===== src/rtl/ro_meas_if.sv =====
// rtl/ro_meas_if.sv - Control/result bundle between a measurement requester and ro_meas_ctrl.
interface ro_meas_if #(
  parameter int GATE_W = 16,
  parameter int CNT_W  = 16
);
  logic              start;
  logic              abort;
  logic [GATE_W-1:0] gate_len;
  logic              ro_in;
  logic              ro_en;
  logic              busy;
  logic              done;
  logic [CNT_W-1:0]  count;
  logic              overflow;

  modport master (
    output start, abort, gate_len, ro_in,
    input  ro_en, busy, done, count, overflow
  );

  modport slave (
    input  start, abort, gate_len, ro_in,
    output ro_en, busy, done, count, overflow
  );
endinterface


===== src/rtl/ro_meas_ctrl.sv =====
// rtl/ro_meas_ctrl.sv - Ring oscillator sequencer: enable, settle, count edges over a gate window.
module ro_meas_ctrl #(
  parameter int GATE_W     = 16,
  parameter int CNT_W      = 16,
  parameter int SETTLE_CYC = 16
) (
  input logic      clk,
  input logic      rst,
  ro_meas_if.slave bus
);
  localparam logic [1:0] S_IDLE    = 2'd0;
  localparam logic [1:0] S_SETTLE  = 2'd1;
  localparam logic [1:0] S_MEASURE = 2'd2;
  localparam logic [1:0] S_DONE    = 2'd3;

  localparam int               SET_W       = $clog2(SETTLE_CYC + 1);
  localparam logic [SET_W-1:0] SETTLE_LOAD = SET_W'(SETTLE_CYC - 1);
  localparam logic [CNT_W-1:0] CNT_MAX     = '1;

  logic [1:0]        state_q, state_d;
  logic              s1_q, s2_q, s3_q;
  logic [SET_W-1:0]  settle_q, settle_d;
  logic [GATE_W-1:0] gate_q, gate_d;
  logic [CNT_W-1:0]  cnt_q, cnt_d;
  logic              ovf_q, ovf_d;
  logic [CNT_W-1:0]  count_q, count_d;
  logic              overflow_q, overflow_d;
  logic              ro_edge;

  assign ro_edge = s2_q & ~s3_q;

  // Settle and gate counters hold "cycles remaining minus one", so zero marks the last cycle.
  always_comb begin
    state_d    = state_q;
    settle_d   = settle_q;
    gate_d     = gate_q;
    cnt_d      = cnt_q;
    ovf_d      = ovf_q;
    count_d    = count_q;
    overflow_d = overflow_q;
    case (state_q)
      S_IDLE: begin
        if (bus.start && !bus.abort) begin
          gate_d   = (bus.gate_len == '0) ? '0 : bus.gate_len - GATE_W'(1);
          settle_d = SETTLE_LOAD;
          state_d  = S_SETTLE;
        end
      end
      S_SETTLE: begin
        if (bus.abort) begin
          state_d = S_IDLE;
        end else if (settle_q == '0) begin
          state_d = S_MEASURE;
          cnt_d   = '0;
          ovf_d   = 1'b0;
        end else begin
          settle_d = settle_q - SET_W'(1);
        end
      end
      S_MEASURE: begin
        if (bus.abort) begin
          state_d = S_IDLE;
        end else begin
          if (ro_edge) begin
            if (cnt_q == CNT_MAX) ovf_d = 1'b1;
            else                  cnt_d = cnt_q + CNT_W'(1);
          end
          // Publish including an edge seen on the final gate cycle.
          if (gate_q == '0) begin
            state_d    = S_DONE;
            count_d    = cnt_d;
            overflow_d = ovf_d;
          end else begin
            gate_d = gate_q - GATE_W'(1);
          end
        end
      end
      default: state_d = S_IDLE;
    endcase
  end

  always_ff @(posedge clk or posedge rst) begin
    if (rst) begin
      state_q    <= S_IDLE;
      s1_q       <= 1'b0;
      s2_q       <= 1'b0;
      s3_q       <= 1'b0;
      settle_q   <= '0;
      gate_q     <= '0;
      cnt_q      <= '0;
      ovf_q      <= 1'b0;
      count_q    <= '0;
      overflow_q <= 1'b0;
    end else begin
      state_q    <= state_d;
      s1_q       <= bus.ro_in;
      s2_q       <= s1_q;
      s3_q       <= s2_q;
      settle_q   <= settle_d;
      gate_q     <= gate_d;
      cnt_q      <= cnt_d;
      ovf_q      <= ovf_d;
      count_q    <= count_d;
      overflow_q <= overflow_d;
    end
  end

  assign bus.ro_en    = (state_q == S_SETTLE) || (state_q == S_MEASURE);
  assign bus.busy     = (state_q == S_SETTLE) || (state_q == S_MEASURE);
  assign bus.done     = (state_q == S_DONE);
  assign bus.count    = count_q;
  assign bus.overflow = overflow_q;
endmodule


===== src/flat_wrapper.sv =====
// flat-port wrapper written by rule: the top's interface ports become plain ports
module ro_meas_ctrl_flat 
#(
  parameter int GATE_W     = 16,
  parameter int CNT_W      = 16,
  parameter int SETTLE_CYC = 16
)
  (clk, rst, bus_start, bus_abort, bus_gate_len, bus_ro_in, bus_ro_en, bus_busy, bus_done, bus_count, bus_overflow);
  ro_meas_if #(.GATE_W(GATE_W), .CNT_W(CNT_W)) bus_i ();
  input logic clk;
  input logic rst;
  input wire logic [$bits(bus_i.start)-1:0] bus_start;
  input wire logic [$bits(bus_i.abort)-1:0] bus_abort;
  input wire logic [$bits(bus_i.gate_len)-1:0] bus_gate_len;
  input wire logic [$bits(bus_i.ro_in)-1:0] bus_ro_in;
  output wire logic [$bits(bus_i.ro_en)-1:0] bus_ro_en;
  output wire logic [$bits(bus_i.busy)-1:0] bus_busy;
  output wire logic [$bits(bus_i.done)-1:0] bus_done;
  output wire logic [$bits(bus_i.count)-1:0] bus_count;
  output wire logic [$bits(bus_i.overflow)-1:0] bus_overflow;
  assign bus_i.start = bus_start;
  assign bus_i.abort = bus_abort;
  assign bus_i.gate_len = bus_gate_len;
  assign bus_i.ro_in = bus_ro_in;
  assign bus_ro_en = bus_i.ro_en;
  assign bus_busy = bus_i.busy;
  assign bus_done = bus_i.done;
  assign bus_count = bus_i.count;
  assign bus_overflow = bus_i.overflow;
  ro_meas_ctrl #(.GATE_W(GATE_W), .CNT_W(CNT_W), .SETTLE_CYC(SETTLE_CYC)) u_core (.clk(clk), .rst(rst), .bus(bus_i));
endmodule

===== config.mk =====
export PLATFORM = sky130hd
export DESIGN_NAME = ro_meas_ctrl_flat
export DESIGN_NICKNAME = d
export VERILOG_FILES = /design/src/rtl/ro_meas_if.sv /design/src/rtl/ro_meas_ctrl.sv /design/src/flat_wrapper.sv
export SDC_FILE = /design/constraint.sdc
export NUM_CORES = 1
export LEC_CHECK = 0
export BUFFER_PORTS_ARGS = -buffer_cell sky130_fd_sc_hd__buf_4
export CAP_MARGIN = 10
export CORE_MARGIN = 2
export CORE_UTILIZATION = 54
export DETAILED_ROUTE_END_ITERATION = 10
export PLACE_DENSITY = 0.77
export SYNTH_ARGS = -nofsm -noshare
export SYNTH_HDL_FRONTEND = slang
export SYNTH_SLANG_ARGS = --single-unit

===== constraint.sdc =====
create_clock -name clk -period 2.1 [get_ports clk]
set_clock_uncertainty 0.1 [all_clocks]
set_input_delay 0.21 -clock clk [delete_from_list [all_inputs] [get_ports clk]]
set_output_delay 0.21 -clock clk [all_outputs]
set_load 0.03 [all_outputs]

---- Word level (Yosys, flattened, before mapping) ----
Index checks and enable logic that the tools add are counted.
storage, ports and cells
  register bits ........................... 60
  bits of input ports ..................... 21
  output and inout port bits .............. 20
  word-level logic and storage cells ...... 71
cells by class
  $add $sub $neg .......................... 4
  eq/ne operators ......................... 12
  multiplexer cells ....................... 27
  bitwise operators ....................... 3
  reduce and logical (&&, ||, !) cells .... 15
operators with widths
  operator                                                                 count
  16-bit 2-to-1 mux                                                        9
  16-bit one-hot mux with 2 select lines                                   2
  16-bit logical NOT                                                       2
  16-bit by 1-bit subtractor with 16-bit output, second input constant     2
  16-bit by 1-bit adder with 16-bit output, second input constant          1
  16-bit == test, second input constant                                    1
  5-bit 2-to-1 mux                                                         3
  4-bit AND reduction                                                      3
  2-bit 2-to-1 mux                                                         5
  5-bit one-hot mux with 2 select lines                                    1
  2-bit inequality test, second input constant                             4
  3-bit by 2-bit inequality test with 1-bit output, second input constant  2
  2-bit one-hot mux with 3 select lines                                    1
  3-bit AND reduction                                                      2
  2-bit nonzero test                                                       3
  5-bit logical NOT                                                        1
  1-bit 2-to-1 mux                                                         5
  5-bit by 1-bit subtractor with 5-bit output, second input constant       1
  2-bit == test, second input constant                                     2
  2-bit by 1-bit inequality test with 1-bit output, second input constant  2
  2-bit by 1-bit == test with 1-bit output, second input constant          1
  2-bit logical NOT                                                        1
  1-bit inverter                                                           2
  1-bit one-hot mux with 2 select lines                                    1
  other kinds (4)                                                          4

---- Depth between registers and ports, before layout ----
  depth after elaboration ................. 5
  depth in mapped cells ................... 9
  depth with buffers taken out ............ 7

---- Worst setup path after synthesis ----
No wires, ideal clock.
  path kind ............................... reg2reg
  from .................................... register u_core.gate_q[0]
  to ...................................... register u_core.gate_q[8]
  library setup time ...................... 0.121 ns
  arrival time ............................ 1.780 ns
  data required time ...................... 1.879 ns
  path slack .............................. 0.099 ns
  stages on the path, launching flop included .. 7
  path buffers ............................ 0
  clock period less this slack ............ 2.001 ns
  cell sequence ........................... dfrtp_1 inv_1 ha_1 or3b_1 nor4_1 a32oi_1 o22a_1
on the way
  cells in the longest elaborated chain, start to end .. 4
  elaborated cells on any way between the ends .. 7
  classes of those cells .................. add/sub (1); eq/ne (1); mux (3); reduce/logical (2)
RTL lines
  what                                           RTL line             RTL
  start, declared                                ro_meas_ctrl.sv:23   logic [GATE_W-1:0] gate_q, gate_d;
  start signal, assigned                         ro_meas_ctrl.sv:100  gate_q <= gate_d;
  16-bit by 1-bit subtractor with 16-bit output  ro_meas_ctrl.sv:74   gate_d = gate_q - GATE_W'(1);
  16-bit 2-to-1 mux                              ro_meas_ctrl.sv:69   if (gate_q == '0) begin
  16-bit 2-to-1 mux                              ro_meas_ctrl.sv:61   if (bus.abort) begin
  16-bit one-hot mux with 2 select lines         ro_meas_ctrl.sv:41   case (state_q)
Parallel ways exist; a longest one is shown, timed or not. The select of a mux whose other input is x is not followed.
A chain may end at the register's enable or synchronous reset.

---- Worst setup path in the final report ----
  from .................................... register u_core.settle_q[0]
  to ...................................... register u_core.state_q[1]
on the way
  cells in the longest elaborated chain, start to end .. 3
RTL lines
  what                                                        RTL line            RTL
  start, declared                                             ro_meas_ctrl.sv:22  logic [SET_W-1:0] settle_q, settle_d;
  start signal, assigned                                      ro_meas_ctrl.sv:99  settle_q <= settle_d;
  5-bit logical NOT                                           ro_meas_ctrl.sv:52  end else if (settle_q == '0) begin
  3-bit by 2-bit inequality test with 1-bit output (no line)  --
  3-bit AND reduction (no line)                               --
  end signal, assigned                                        ro_meas_ctrl.sv:95  state_q <= state_d;
  end, declared                                               ro_meas_ctrl.sv:20  logic [1:0] state_q, state_d;
No other way between the ends.

==> impl_metrics.py <==
metrics = {
    "outcome": {
        "status": "finished clean",
    },
    "final_layout": {
        "diodes": 0,
        "regArea_um2": 1501,
        "finalInstanceArea_um2": 4947,
        "drive_gt1_frac": 0.2957,
        "multi_input_area_um2": 2292,
        "final_nets": 540,
        "n_fill_cell": 537,
        "utilization": 0.7242,
        "syn2layout_area_growth_pct": 28.67,
    },
    "sta": {
        "setup_viol": 0,
        "hold_viol": 0,
        "finalCritPeriodShare": 0.9895,
        "worst_slew_pin_slew_ps": 461.1,
        "slew_headroom": 0.6915,
        "slew_violations": 0,
        "max_freq_mhz": 481.2,
        "rsz0062_at_grt": "yes",
        "finalCriticalPeriod_ps": 2078,
    },
    "pwr": {
        "powerDensity_nw_per_um2": 946.5,
        "power_leakage_nw": 2.183,
        "ir_worst_vdd_mv": 0.5143,
    },
    "die": {
        "initial_core_util": 0.5628,
        "die_w_um": 88.38,
        "dieArea_um2": 7811,
        "coreArea_um2": 6832,
        "fp.dieH_um": 88.38,
        "rows": 30,
        "io_pins": 41,
    },
    "placed_design": {
        "io_buffers": 40,
        "gp_congestion": 0.8721,
        "hpwl_um": 6337,
        "postPlaceCellArea_um2": 4529,
    },
    "routing": {
        "remaining_drc_errors": 0,
        "antenna_left": 0,
        "drt-pass1-iter-count": 5,
        "wl_per_cell_um": 15.62,
        "drtIter0Drc": 289,
        "viasPerCell": 5.972,
        "totalWireLength_um": 9529,
        "vias": 3643,
    },
    "hold_path": {
        "hold_class": "primary input to flop",
    },
    "cts": {
        "clockBufferDepth": 2,
        "cts_max_level": 3,
        "clock_latency_ps": 340,
        "cts_tree": "yes",
        "clkTransAtPathRegs_ps": 70,
        "cts_sinks": 60,
        "clockRootBuffer": "clkbuf_8",
        "numCtsBuffers": 9,
    },
    "synth": {
        "synth_edf_count": 0,
        "synthArstFlopShare": 1.000,
        "synth-main-ff-cell": "dfrtp_1",
        "synth.ff_latch_count": 60,
        "synth_fp_nets": 457,
        "yosysSeqAreaShare": 0.3905,
        "syn_area_um2": 3845,
        "synth_cell_types": 71,
        "yosysWarnings": 0,
        "syn_area_per_cell_um2": 9.026,
        "synthCells": 426,
    },
    "setup_path": {
        "critPathKind": "flop to flop",
        "critical_path.top_delay_family": "simple AND/OR/NAND/NOR gates",
        "path_buf_inv": 1,
        "slowest_stage": "or4b_4",
        "critPathMaxStageDelay_ps": 530,
        "cp_data_arrival_time_ps": 2210,
        "cp.required_ps": 2230,
        "crit_fanout": 5,
        "cp-end-kind": "flop",
        "start_kind": "flop",
        "path_cells": "inv_2 -> ha_4 -> or4b_4 -> nand2_2 -> nor2_1 -> a211o_1 -> mux2_4",
    },
    "grt": {
        "grt_util_all_layers": 0.2473,
        "grt_pass1_vias": 3431,
        "grt_overflow": 0,
        "grt_pass1_wl_um": 15300,
        "grt_antenna_before_repair": 0,
        "grt_max_degree": 61,
    },
    "run": {
        "drv_cap": 0,
    },
}
## metrics by stage
stage	cells	power [mW]	worst slack (ps)	setup TNS [ps]	hold WS (ps)
after floorplan	426	2.612	99.03	0	141.4
after global placement	586	3.211	-119.1	-178.3	205.5
after detailed placement	586	3.270	-249.5	-734.2	206.2
after CTS	604	4.501	3.691	0	181.2
after global routing	610	4.949	-43.92	-154.9	225.8
final	610	4.683	22.04	0	177.8
## layout make-up
| cell class | count | area share |
|---|---|---|
| Clock buffer | 11 | 0.02858 |
| Clock inverter | 5 | 0.01720 |
| Inverter | 19 | 0.01442 |
| Multi-Input combinational cell | 327 | 0.4633 |
| Sequential cell | 60 | 0.3035 |
| Tap cell | 96 | 0.02428 |
| Timing Repair Buffer | 92 | 0.1487 |
## power by group
part | internal (mW) | leakage (nW) | total [mW] | switching [mW]
clock | 0.705 | 0.110 | 1.18 | 0.476
combinational | 0.877 | 1.29 | 1.93 | 1.05
sequential | 1.37 | 0.779 | 1.57 | 0.199
## tightest hold or removal path, stage by stage
cell and delay, ps:
buf_4 120, inv_1 80, a221oi_2 60, a21oi_1 120
## sequential cells by signal, indices dropped and copies added (netlist names)
name,flops
u_core.s1_q,1
u_core.gate_q,16
u_core.s3_q,1
u_core.settle_q,5
u_core.state_q,2
u_core.cnt_q,16
u_core.ovf_q,1
u_core.bus.overflow,1
u_core.s2_q,1
u_core.bus.count,16
## cell families after synthesis
logic type,after synthesis,share of synthesized area
AND/OR/NAND/NOR,149,0.2323
AO/OA/AOI/OAI,142,0.2392
flip-flops,60,0.3905
buffers and inverters,39,0.04230
XOR/XNOR,17,0.03873
adder cells (fa/ha/maj),10,0.03254
multiplexers,9,0.02441
## cells in the mapped netlist (10+ instances only)
cell     number  area (um2)
dfrtp_1      60        1501
a21oi_1      35       175.2
nand2_1      34       127.6
o21ai_0      28       140.1
nor2_1       24       90.09
inv_1        19       71.32
o21ai_1      17       85.08
nor3_1       14       70.07
nand3_1      12       60.06
and3_1       10       62.56
ha_1         10       125.1
## final timing paths
path / start / endpoint / slack (ps) / cells past startpoint
hold / removal: bus_gate_len[0] / u_core.gate_q[0]$_DFFE_PP0P_ / 180 / 4
max in group asynchronous: rst / u_core.gate_q[10]$_DFFE_PP0P_ / 1250 / 4
setup / recovery: u_core.settle_q[0]$_DFFE_PP0P_ / u_core.state_q[1]$_DFFE_PP0P_ / 20 / 7
setup reg to reg: u_core.settle_q[0]$_DFFE_PP0P_ / u_core.state_q[1]$_DFFE_PP0P_ / 20 / 7
hold reg to reg: u_core.s1_q$_DFF_PP0_ / u_core.s2_q$_DFF_PP0_ / 290 / 0
min in group asynchronous: rst / u_core.state_q[0]$_DFFE_PP0P_ / 390 / 4
## repair_timing
action | CTS | global route
gates resized for setup | 8 | 28
buffers inserted | 0 | 5
gates cloned | 0 | 2
endpoints found under the setup margin | 13 | 54
hold buffers | 2 | 0
hold endpoints to repair | 61 | 0
pin swaps | 0 | 3
## routing by layer
layer	vias up	routed length (um)	track usage
met5	-	0	0
met1	1732	4233	0.3323
li1	1762	-	-
met3	27	518	0.04011
met2	122	4553	0.4005
met4	0	224	0.09917
## cells in the final DEF (no fill, tap or decap), drive strengths merged, types with 4 or more instances in the layout
cell | synthesis | layout
buf | 10 | 90
dfrtp | 60 | 60
o21ai | 46 | 46
a21oi | 38 | 38
nand2 | 34 | 34
nor2 | 24 | 24
inv | 19 | 19
nor4 | 15 | 15
nor3 | 14 | 14
nand3 | 14 | 14
clkbuf | 10 | 11
and3 | 10 | 10
ha | 10 | 10
xor2 | 9 | 9
a31oi | 9 | 9
nand2b | 8 | 8
xnor2 | 8 | 8
mux2i | 6 | 6
nor3b | 5 | 5
nand4 | 5 | 5
a32oi | 5 | 5
o21a | 5 | 5
a21o | 4 | 4
o211ai | 4 | 4
(Power assumes the default switching activity.)
